`src/rtl/dg_call_stack.sv`:
```
// -----------------------------------------------------------------------------
// dg_call_stack
// Parametrised return-address stack for the DG-series 4-bit MCU cores.
// CALL pushes, RET/RETSK pops, push+pop together replaces the top entry.
// ent[0] is the top of stack; ent[DEPTH-1] is the bottom. Every entry at or
// beyond the current occupancy always reads as zero.
//
// Parameters:
//   PC_W     width of one stacked address
//   DEPTH    number of entries (>= 2)
//   CNT_W    occupancy counter width (>= clog2(DEPTH+1))
//   OVF_MODE push-when-full policy: 0 = shift out the oldest entry,
//            1 = reject the push
//
// Ports:
//   clk       core clock, rising edge
//   rst_n     asynchronous active-low reset
//   en        step qualifier; no state change when low (clr_err excepted)
//   push      push pc_in
//   pop       pop the top entry
//   pc_in     address to push
//   clr_err   clears the sticky ovf/unf flags
//   top       combinational view of ent[0]
//   pop_data  registered value removed by the last pop
//   pop_vld   one-cycle pulse aligned with a pop_data update
//   count     number of valid entries, 0..DEPTH
//   empty     count == 0
//   full      count == DEPTH
//   ovf       sticky overflow flag
//   unf       sticky underflow flag
//
// Optional feature (macro DG_STACK_PEEK_EN):
//   peek_idx  entry index to inspect
//   peek_data combinational ent[peek_idx], zero when peek_idx >= DEPTH
// -----------------------------------------------------------------------------
`timescale 1ns/1ps

module dg_call_stack #(
  parameter int PC_W     = 10,
  parameter int DEPTH    = 5,
  parameter int CNT_W    = 3,
  parameter int OVF_MODE = 0
) (
  input  logic             clk,
  input  logic             rst_n,
  input  logic             en,
  input  logic             push,
  input  logic             pop,
  input  logic [PC_W-1:0]  pc_in,
  input  logic             clr_err,
`ifdef DG_STACK_PEEK_EN
  input  logic [CNT_W-1:0] peek_idx,
  output logic [PC_W-1:0]  peek_data,
`endif
  output logic [PC_W-1:0]  top,
  output logic [PC_W-1:0]  pop_data,
  output logic             pop_vld,
  output logic [CNT_W-1:0] count,
  output logic             empty,
  output logic             full,
  output logic             ovf,
  output logic             unf
);

  localparam logic [CNT_W-1:0] DEPTH_C = CNT_W'(DEPTH);
  localparam logic [CNT_W-1:0] ONE_C   = CNT_W'(1);

  logic [PC_W-1:0] ent [DEPTH];

  logic do_push_only;
  logic do_pop_only;
  logic do_replace;
  logic ovf_set;
  logic unf_set;

  assign top   = ent[0];
  assign empty = (count == '0);
  assign full  = (count == DEPTH_C);

  assign do_push_only = en &&  push && !pop;
  assign do_pop_only  = en && !push &&  pop;
  assign do_replace   = en &&  push &&  pop;

  // A replace never overflows; it underflows only when there was nothing to
  // remove, exactly like a plain pop from an empty stack.
  assign ovf_set = do_push_only && full;
  assign unf_set = (do_pop_only || do_replace) && empty;

  // NOTE: the entry array is cleared by the asynchronous reset as well as the
  // control state, so no stale return address can be observed after reset and
  // the "zero beyond count" invariant holds from the first cycle.
  always_ff @(posedge clk or negedge rst_n) begin
    if (!rst_n) begin
      for (int i = 0; i < DEPTH; i++) ent[i] <= '0;
      count    <= '0;
      pop_data <= '0;
      pop_vld  <= 1'b0;
      ovf      <= 1'b0;
      unf      <= 1'b0;
    end else begin
      pop_vld <= en && pop;

      // Set has priority over clear; clear works even while en is low.
      ovf <= ovf_set || (ovf && !clr_err);
      unf <= unf_set || (unf && !clr_err);

      if (do_push_only) begin
        // When full with the reject policy the stack is left untouched.
        if (!full || OVF_MODE == 0) begin
          for (int i = DEPTH - 1; i > 0; i--) ent[i] <= ent[i-1];
          ent[0] <= pc_in;
          if (!full) count <= count + ONE_C;
        end
      end

      if (do_pop_only) begin
        // ent[0] is already zero when empty, so pop_data reads back 0.
        pop_data <= ent[0];
        for (int i = 0; i < DEPTH - 1; i++) ent[i] <= ent[i+1];
        ent[DEPTH-1] <= '0;
        if (!empty) count <= count - ONE_C;
      end

      if (do_replace) begin
        pop_data <= ent[0];
        ent[0]   <= pc_in;
        if (empty) count <= ONE_C;
      end
    end
  end

`ifdef DG_STACK_PEEK_EN
  // NOTE: every combinational output gets a default before the selection loop
  // so an out-of-range index yields zero instead of inferring a latch.
  always_comb begin
    peek_data = '0;
    for (int i = 0; i < DEPTH; i++) begin
      if (peek_idx == CNT_W'(i)) peek_data = ent[i];
    end
  end
`endif

endmodule

```
`config.mk`:
```
export PLATFORM = sky130hd
export DESIGN_NAME = dg_call_stack
export DESIGN_NICKNAME = d
export VERILOG_FILES = /design/src/rtl/dg_call_stack.sv
export SDC_FILE = /design/constraint.sdc
export NUM_CORES = 1
export LEC_CHECK = 0
export ABC_AREA = 1
export ABC_CLOCK_PERIOD_IN_PS = 1700
export BUFFER_PORTS_ARGS = -buffer_cell sky130_fd_sc_hd__buf_2
export CORE_ASPECT_RATIO = 1.4
export CORE_MARGIN = 3
export CORE_UTILIZATION = 40
export CTS_BUF_LIST = sky130_fd_sc_hd__clkbuf_4 sky130_fd_sc_hd__clkbuf_8
export DETAILED_ROUTE_END_ITERATION = 8
export SETUP_SLACK_MARGIN = 0.05
export SLEW_MARGIN = 20
export SYNTH_ARGS = -nofsm -noshare
export SYNTH_HDL_FRONTEND = slang
export SYNTH_SLANG_ARGS = --single-unit
```
`constraint.sdc`:
```
create_clock -name clk -period 1.7 [get_ports clk]
set_input_delay 0 -clock clk [delete_from_list [all_inputs] [get_ports clk]]
set_output_delay 0 -clock clk [all_outputs]
set_load 0.02 [all_outputs]
```
==> results.txt, run 1 <==
switching share of power = 32.1%
Final Max Slew Viols = 0
post-DR vias/cell = 4.88
Post-synth top cells = nand2_1, dfrtp_1, inv_1
Clock Tree Buf Depth = 2
routability cong. = 0.821
Comb pwr share = 26.2%
Routed Wire Length = 6500 um
Pre-antenna DRT Iters = 4
warnings from Yosys = 0
slew at the pin with the worst max-slew slack = 0.491 ns
vias in the first global route = 2,405
largest family of logic cells by synthesized area = simple AND/OR/NAND/NOR gates
Cells after Synth = 373
NetSw = 0.00152 W
Yosys top cell area share = 52.6%
Synth Area in XOR/XNOR = 0.279%
most numerous cell in the Yosys netlist = nand2_1
FMAX = 680 MHz
Clk Latency, worst-skew pair = 0.33 ns
leakage power = 1.91 nW
IO Pins = 44
simple-gate share of the synthesized area = 19.6%
Slew headroom = 67.2%
clk sinks = 66
WL per Instance = 12.5 um
minimum clock period = 1.47 ns
Port-buffer cells = 43
Inst Count DP = 492
status = finished clean
RSZ-0062 raised after global routing = no
Hold Vio Cnt, Final = 0
die width = 80.9 um
crit path launch type = register
CTS tree = built
Mapped Nets = 393
WP data arrival = 1.47 ns
CP endpoint kind = output port
VDD IR max = 0.000601 V
Die Y = 111 um
Pint = 0.00321 W
sequential-to-total area share from yosys stat = 52.6%
Tcrit/Tclk final = 86.5%
DP Wirelength = 4240 um
GRT Util Overall = 15.7%
DR vias = 2,531
Initial Utilization = 41.9%
Syn Area/Cell = 8.42 um2
Final Non-Filler Cells = 519
Distinct cells, synth = 23
Starting DRT DRC Count = 280
Adder-Cell Fraction of Synth Area = 1.59%
sequential power share = 43.7%
Root Buffer Master = clkbuf_8
Max FO, Critical Path = 5
Setup CP Type = register to output port
EDFF count, synth = 0
layout net count = 438
TNS Setup = 0 ns
main flop type after synthesis = dfrtp_1
gr ovfl total = 0
row cnt = 37
Core ar. = 0.00750 mm2
first-pass GRT wire length = 11,200 um
Ant. Diodes = 0
mux cell area share after synthesis = 0%
pwr dens = 1280 mW/mm2
CTS resizes = 0
initial antenna violation count = 0
Mapped Area = 0.00314 mm2
maxcap violations = 0
CTS clk-pin slew, worst paths = 0.07 ns
CTS buffer count = 9
share of cells above drive strength 1 = 17.8%
Die Footprint = 0.00897 mm2
clock network fraction of design power = 30.2%
hold crit path type = input pin to asynchronous set/reset pin
Syn-to-layout area delta = 18.0%
CP required = 1.70 ns
compound-cell area share of the yosys netlist = 12.7%
area leader, netlist = dfrtp_1
DR DRC count = 0
htree depth = 3
Fill cells = 768
Async SR Flop Fraction = 100%
Synth area leaders = dfrtp_1, nand2_1, inv_1
Synth Register Bits = 66
Final ANT Viol Nets = 0
# setup viols final = 0
Setup Skew = 0.00857 ns
largest net degree at the start of global routing = 52
==> cells in the final DEF (no fill, tap or decap), types with 3 or more instances in the layout <==
| master | count |
|---|---|
| ha_1 | 4 |
| nor2_1 | 16 |
| nand3_1 | 38 |
| o22ai_1 | 24 |
| inv_1 | 58 |
| buf_4 | 7 |
| dfrtp_1 | 66 |
| clkbuf_8 | 9 |
| o21ai_0 | 18 |
| dlygate4sd3_1 | 12 |
| buf_2 | 43 |
| o21ai_1 | 23 |
| a21oi_1 | 5 |
| nand2_1 | 79 |
| nand2_2 | 3 |
| clkbuf_4 | 3 |
==> final timing paths <==
path | startpoint | to | slack [ns] | depth (start not counted)
setup / recovery | count[0] | empty | 0.23 | 5
hold / removal | rst_n | ent[7] | 0.1 | 2
setup reg to reg | count[0] | count[1] | 0.29 | 9
hold reg to reg | pop_data[7] | pop_data[7] | 0.48 | 2
max in group asynchronous | rst_n | pop_data[6] | 1.05 | 3
min in group clk | pop | pop_vld | 0.11 | 3
==> cell families (layout without fill, tap and decap cells) <==
kind of cell,after synthesis,after routing
fa+ha+maj,4,4
xor+xnor,1,1
flops,66,66
buf+inv,89,138
compound gates,72,72
simple gates,141,141
==> layout make-up <==
| cell class | instances | area, um2 | share of cell area (%) |
|---|---|---|---|
| sequential | 66 | 1650 | 44.5 |
| multi-input combinational | 218 | 1070 | 29.0 |
| timing repair buffer | 64 | 428 | 11.5 |
| inverter | 59 | 221 | 5.97 |
| clock buffer | 12 | 146 | 3.95 |
| tap | 97 | 121 | 3.27 |
| clock inverter | 3 | 65.1 | 1.75 |
==> registers in the layout, indices dropped and copies added (netlist names) <==
name	flops
ovf	1
top	10
ent	40
unf	1
count	3
pop_data	10
pop_vld	1
==> metal layers <==
metal / up-vias / wire length (um) / GRT usage [%]
li1: 1278 / - / -
met1: 1204 / 3160 / 21.0
met2: 42 / 3020 / 24.5
met3: 7 / 226 / 3.33
met4: 0 / 93 / 6.65
met5: - / 0 / 0
==> metrics by stage <==
stage               hold slack (ns)  area (um2)  power (W)  setup slack, ns  utilization, %
floorplan                    -0.296        3140    0.00300           0.0685               -
global placement            -0.0792        3380    0.00328            0.401            45.0
detailed placement          -0.0767        3380    0.00332            0.330            45.0
CTS                          0.0871        3710    0.00479            0.210            49.4
global route                  0.109        3710    0.00506            0.102            49.4
finish                       0.0980        3710    0.00473            0.229            49.4
==> worst max-delay path, cell delays in order (launching register included) <==
cell and delay [ns]:
dfrtp_1 0.42, inv_1 0.12, ha_1 0.17, inv_1 0.04
nor2_1 0.18, buf_2 0.21
==> power groups by stage <==
stage / Combinational, W / Clock (W) / Sequential [W]
final: 0.00124 / 0.00143 / 0.00206
after global routing: 0.00143 / 0.00153 / 0.00210
after CTS: 0.00125 / 0.00147 / 0.00207
after detailed placement: 0.00122 / 0 / 0.00209
after global placement: 0.00121 / 0 / 0.00208
after floorplan: 0.000830 / 0 / 0.00217
==> what timing repair did <==
item	4_1_cts	5_1_grt
hold buffers	12	0
buffers inserted	0	0
setup endpoints to repair	0	0
hold endpoints to repair	78	0
Note: power is estimated with default switching activity, not from simulation.
==> run 2, diff against run 1 <==
- ABC_CLOCK_PERIOD_IN_PS: 1700 -> 1200
- CTS_CLUSTER_DIAMETER: default -> 60
- clock period: 1.7 -> 1.2 ns (I/O delays scaled with it)
==> results.txt, run 2 (same netlist as run 1, synthesis figures left out) <==
status = finished, violations left (was finished clean)
failing checks = setup timing
minimum clock period = 1.36 ns
max FFs per register = 40 (unchanged)
CTS clk-pin slew, worst paths = 0.07 ns (about the same)
Ant. Diodes = 0 (unchanged)
Top reg by flops = ent (unchanged)
Final ANT Viol Nets = 0 (unchanged)
most frequent cells in the layout = nand2_1, dfrtp_1, inv_1 (unchanged)
Finished Cell Area = 0.00388 mm2 (was 0.00371 mm2)
Core ar. = 0.00750 mm2 (unchanged)
final worst slack = -0.162 ns (was 0.229 ns)
WP data arrival = 1.36 ns (was 1.47 ns)
DP Wirelength = 4130 um (was 4240 um)
routability cong. = 0.762 (was 0.821)
gr ovfl total = 0 (unchanged)
Slew headroom = 76.2% (was 67.2%)
# setup viols final = 5 (was 0)
Routed Wire Length = 6530 um (was 6500 um)
Die Y = 111 um (unchanged)
Worst Hold Slack = 0.0163 ns (was 0.0980 ns)
Initial Utilization = 41.9% (unchanged)
vias in the first global route = 2,406 (was 2,405)
Die Footprint = 0.00897 mm2 (unchanged)
GRT Util Overall = 15.9% (was 15.7%)
CP required = 1.20 ns (was 1.70 ns)
Clock Tree Buf Depth = 2 (unchanged)
Area after DPL = 0.00346 mm2 (was 0.00338 mm2)
DR vias = 2,546 (was 2,531)
Starting DRT DRC Count = 127 (was 280)
initial antenna violation count = 0 (unchanged)
TNS Setup = -0.516 ns (was 0 ns)
post-DR vias/cell = 4.82 (was 4.88)
IO Pins = 44 (unchanged)
commonest non-fill, non-tap cell in the layout = nand2_1 (unchanged)
largest net degree at the start of global routing = 67 (was 52)
Max FO, Critical Path = 3 (was 5)
Final Max Slew Viols = 0 (unchanged)
Tcrit/Tclk final = 114%
Setup CP Type = register to output port (unchanged)
maxcap violations = 0 (unchanged)
leakage power = 1.96 nW (was 1.91 nW)
Port-buffer cells = 43 (unchanged)
pwr dens = 1820 mW/mm2 (was 1280 mW/mm2)
layout net count = 446 (was 438)
first-pass GRT wire length = 11,300 um (was 11,200 um)
final core utilization = 51.7% (was 49.4%)
RSZ-0062 raised after global routing = yes (was no)
clk sinks = 66 (unchanged)
htree depth = 3 (unchanged)
DR DRC count = 0 (unchanged)
Setup Skew = 0.00938 ns (was 0.00857 ns)
crit path launch type = register (unchanged)
Syn-to-layout area delta = 23.4% (was 18.0%)
VDD IR max = 0.00108 V (was 0.000601 V)
row cnt = 37 (unchanged)
die width = 80.9 um (unchanged)
CTS tree = built (unchanged)
share of cells above drive strength 1 = 22.7% (was 17.8%)
FMAX = 734 MHz
slew at the pin with the worst max-slew slack = 0.357 ns (was 0.491 ns)
Pre-antenna DRT Iters = 4 (unchanged)
CTS buffer count = 9 (unchanged)
CP endpoint kind = output port (unchanged)
WL per Instance = 12.4 um (was 12.5 um)
hold crit path type = input pin to register (was input pin to asynchronous set/reset pin)
Hold Vio Cnt, Final = 0 (unchanged)
Clk Latency, worst-skew pair = 0.34 ns (was 0.33 ns)
Root Buffer Master = clkbuf_8 (unchanged)
-- run 2: changes by cell type in the layout (fill, tap and decap cells not counted), sizes merged --
| cell | delta |
|---|---|
| bufinv | -1 |
| clkbuf | +2 |
| buf | +8 |
-- run 2: layout make-up --
| type | count | area [um2] |
|---|---|---|
| fill | 708 | 3620 |
| sequential | 66 | 1650 |
| multi-input combinational | 218 | 1130 |
| timing repair buffer | 72 | 542 |
| inverter | 59 | 224 |
| clock buffer | 14 | 174 |
| tap | 97 | 121 |
| clock inverter | 2 | 35.0 |
-- run 2: report_power, final --
group          switching (W)  total, W  internal [W]
combinational        0.00126   0.00217      0.000912
sequential          0.000246   0.00294       0.00270
clock               0.000803   0.00194       0.00114
-- run 2: final timing paths --
check | from | to | slack [ns] | depth (start not counted)
max in group asynchronous | rst_n | ent[28] | 0.70 | 3
min in group asynchronous | rst_n | pop_vld | 0.21 | 3
worst min register to register | pop_data[4] | pop_data[4] | 0.48 | 2
worst min-delay path | en | top[2] | 0.02 | 3
worst max register to register | count[1] | count[2] | -0.16 | 9
worst max-delay path | count[1] | empty | -0.16 | 6
-- run 2: per-layer routing --
metal  share of wire (%)  routed length [um]  up-vias  global-route usage (%)
met2                  47                3090       43                    24.5
met4                 2.3                 150        0                    8.79
met5                   0                   0        -                       0
li1                    -                   -     1297                       -
met3                 3.2                 206       10                    2.44
met1                  47                3090     1196                    21.1
-- run 2: repair_timing --
| action | in CTS | in global routing |
|---|---|---|
| endpoints found under the setup margin | 5 | 6 |
| hold buffers | 12 | 0 |
| hold endpoints to repair | 78 | 0 |
| pin swaps | 4 | 2 |
| setup buffers | 3 | 1 |
| cloned | 0 | 0 |
| resized for setup | 11 | 3 |
-- run 2: critical path, cell delays in order (launching register included) --
cell     delay (ns)
dfrtp_2        0.42
inv_4          0.08
buf_12         0.10
ha_4           0.12
inv_2          0.04
nor2_4         0.12
buf_6          0.14
-- run 2: stage by stage --
step,cells,setup WS (ns),power [W]
floorplan,373,-0.0905,0.00434
global placement,496,0.0266,0.00479
detailed placement,496,-0.0117,0.00485
CTS,527,-0.173,0.00708
global route,528,-0.253,0.00755
finish,528,-0.162,0.00706
==> run 3, diff against run 2 <==
- CELL_PAD_IN_SITES_DETAIL_PLACEMENT: default -> 0
- CELL_PAD_IN_SITES_GLOBAL_PLACEMENT: default -> 1
- PLACE_DENSITY_LB_ADDON: default -> 0.1
==> results.txt, run 3 (same netlist as run 1, synthesis figures left out) <==
status = finished, violations left (unchanged)
failing checks = setup timing (unchanged)
Met1 Wirelength = 3410 um (was 3090 um)
clk sinks = 66 (unchanged)
first-pass GRT wire length = 12,000 um (was 11,300 um)
layout net count = 451 (was 446)
IO Pins = 44 (unchanged)
CP endpoint kind = output port (unchanged)
Routed Wire Length = 6990 um (was 6530 um)
FMAX = 770 MHz (was 734 MHz)
WL met2 = 3180 um (was 3090 um)
Pre-antenna DRT Iters = 4 (unchanged)
Max FO, Critical Path = 3 (unchanged)
Syn-to-layout area delta = 25.1% (was 23.4%)
CP required = 1.20 ns (about the same)
origin of the critical flop-to-flop path = count[0] (was count[1])
pwr dens = 1790 mW/mm2 (was 1820 mW/mm2)
DR DRC count = 0 (unchanged)
hold_sp = en (unchanged)
Root Buffer Master = clkbuf_8 (unchanged)
final worst slack = -0.0989 ns (was -0.162 ns)
Seq. cell area = 0.00165 mm2 (unchanged)
DP Wirelength = 4410 um (was 4130 um)
area of the multi-input gates = 0.00117 mm2 (was 0.00113 mm2)
worst slack, placed = -0.0315 ns (was -0.0117 ns)
Die Y = 111 um (unchanged)
max FFs per register = 40 (unchanged)
WP data arrival = 1.30 ns (was 1.36 ns)
Port-buffer cells = 43 (unchanged)
most frequent cells in the layout = nand2_1, dfrtp_1, inv_1 (unchanged)
met3 WL = 279 um (was 206 um)
Top reg by flops = ent (unchanged)
Clk Latency, worst-skew pair = 0.34 ns (about the same)
Setup Skew = 0.00440 ns (was 0.00938 ns)
share of cells above drive strength 1 = 24.8% (was 22.7%)
max layer used = met4 (unchanged)
Ant. Diodes = 0 (unchanged)
post-DR vias/cell = 4.84 (was 4.82)
Final ANT Viol Nets = 0 (unchanged)
# setup viols final = 5 (unchanged)
Fill cells = 741 (was 708)
TNS Setup = -0.344 ns (was -0.516 ns)
slew at the pin with the worst max-slew slack = 0.352 ns (was 0.357 ns)
initial antenna violation count = 0 (unchanged)
htree depth = 3 (unchanged)
leakage power = 2.00 nW (was 1.96 nW)
commonest non-fill, non-tap cell in the layout = nand2_1 (unchanged)
die width = 80.9 um (unchanged)
CTS buffer count = 9 (unchanged)
hold crit path type = input pin to register (unchanged)
Starting DRT DRC Count = 190 (was 127)
WL per Instance = 13.1 um (was 12.4 um)
Worst Hold Slack = 0.0673 ns (was 0.0163 ns)
Tcrit/Tclk final = 108% (was 114%)
Initial Utilization = 41.9% (unchanged)
largest net degree at the start of global routing = 67 (unchanged)
RSZ-0062 raised after global routing = yes (unchanged)
maxcap violations = 0 (unchanged)
CTS clk-pin slew, worst paths = 0.07 ns (about the same)
row cnt = 37 (unchanged)
Slew headroom = 76.5% (was 76.2%)
Final Max Slew Viols = 0 (unchanged)
Hold Vio Cnt, Final = 0 (unchanged)
DR vias = 2,581 (was 2,546)
crit path launch type = register (unchanged)
vias in the first global route = 2,518 (was 2,406)
routability cong. = 0.809 (was 0.762)
GRT Util Overall = 17.0% (was 15.9%)
VDD IR max = 0.00106 V (was 0.00108 V)
Clock Tree Buf Depth = 2 (unchanged)
beginning of the critical path = count[0] (was count[1])
gr ovfl total = 0 (unchanged)
minimum clock period = 1.30 ns (was 1.36 ns)
Core ar. = 0.00750 mm2 (unchanged)
CTS tree = built (unchanged)
Setup CP Type = register to output port (unchanged)
Die Footprint = 0.00897 mm2 (unchanged)
==> run 3: path summary, 6_finish.rpt <==
check / depth (start not counted) / endpoint / slack, ns
max: 5 / empty / -0.1
max in group asynchronous: 3 / count[0] / 0.69
min: 3 / top[2] / 0.07
max reg2reg: 9 / count[1] / -0.06
min in group asynchronous: 3 / top[7] / 0.21
min reg2reg: 2 / pop_data[5] / 0.48
==> run 3: layout make-up <==
class,count,area share [%]
well taps,97,3.09
multi-input cells,218,29.7
clock buffers,14,4.58
flip-flops and latches,66,42.1
clock inverters,2,0.255
repair buffers,77,14.6
inverters,59,5.70
==> run 3: stage by stage <==
stage	utilization, %	power (W)	instances	area, um2
2_1_floorplan	-	0.00434	373	3170
3_3_place_gp	46.3	0.00484	498	3470
3_5_place_dp	46.3	0.00487	498	3470
4_1_cts	51.5	0.00695	530	3860
5_1_grt	52.4	0.00753	533	3930
6_report	52.4	0.00702	533	3930
==> run 3: metal layers <==
metal,global-route usage [%],vias up
met3,3.09,9
met1,23.6,1201
met5,0,-
met2,25.2,59
met4,8.68,0
li1,-,1312
==> run 3: worst max-delay path, cell delays in order, from the launching register on <==
cell     delay [ns]
dfrtp_2        0.44
inv_2          0.09
ha_4           0.15
inv_2          0.04
nor2_4         0.11
buf_6          0.13
==> run 3: where the power goes <==
part,switching (W),internal (W)
sequential,0.000247,0.00270
clock,0.000817,0.000961
combinational,0.00133,0.000971
total,0.00239,0.00463
==> run 3: repair_timing <==
item                                    4_1_cts  5_1_grt
endpoints found under the setup margin        5        5
resized for setup                            14       11
hold buffers                                 12        0
hold endpoints to repair                     78        0
pin swaps                                     4        3
setup buffers                                 4        3
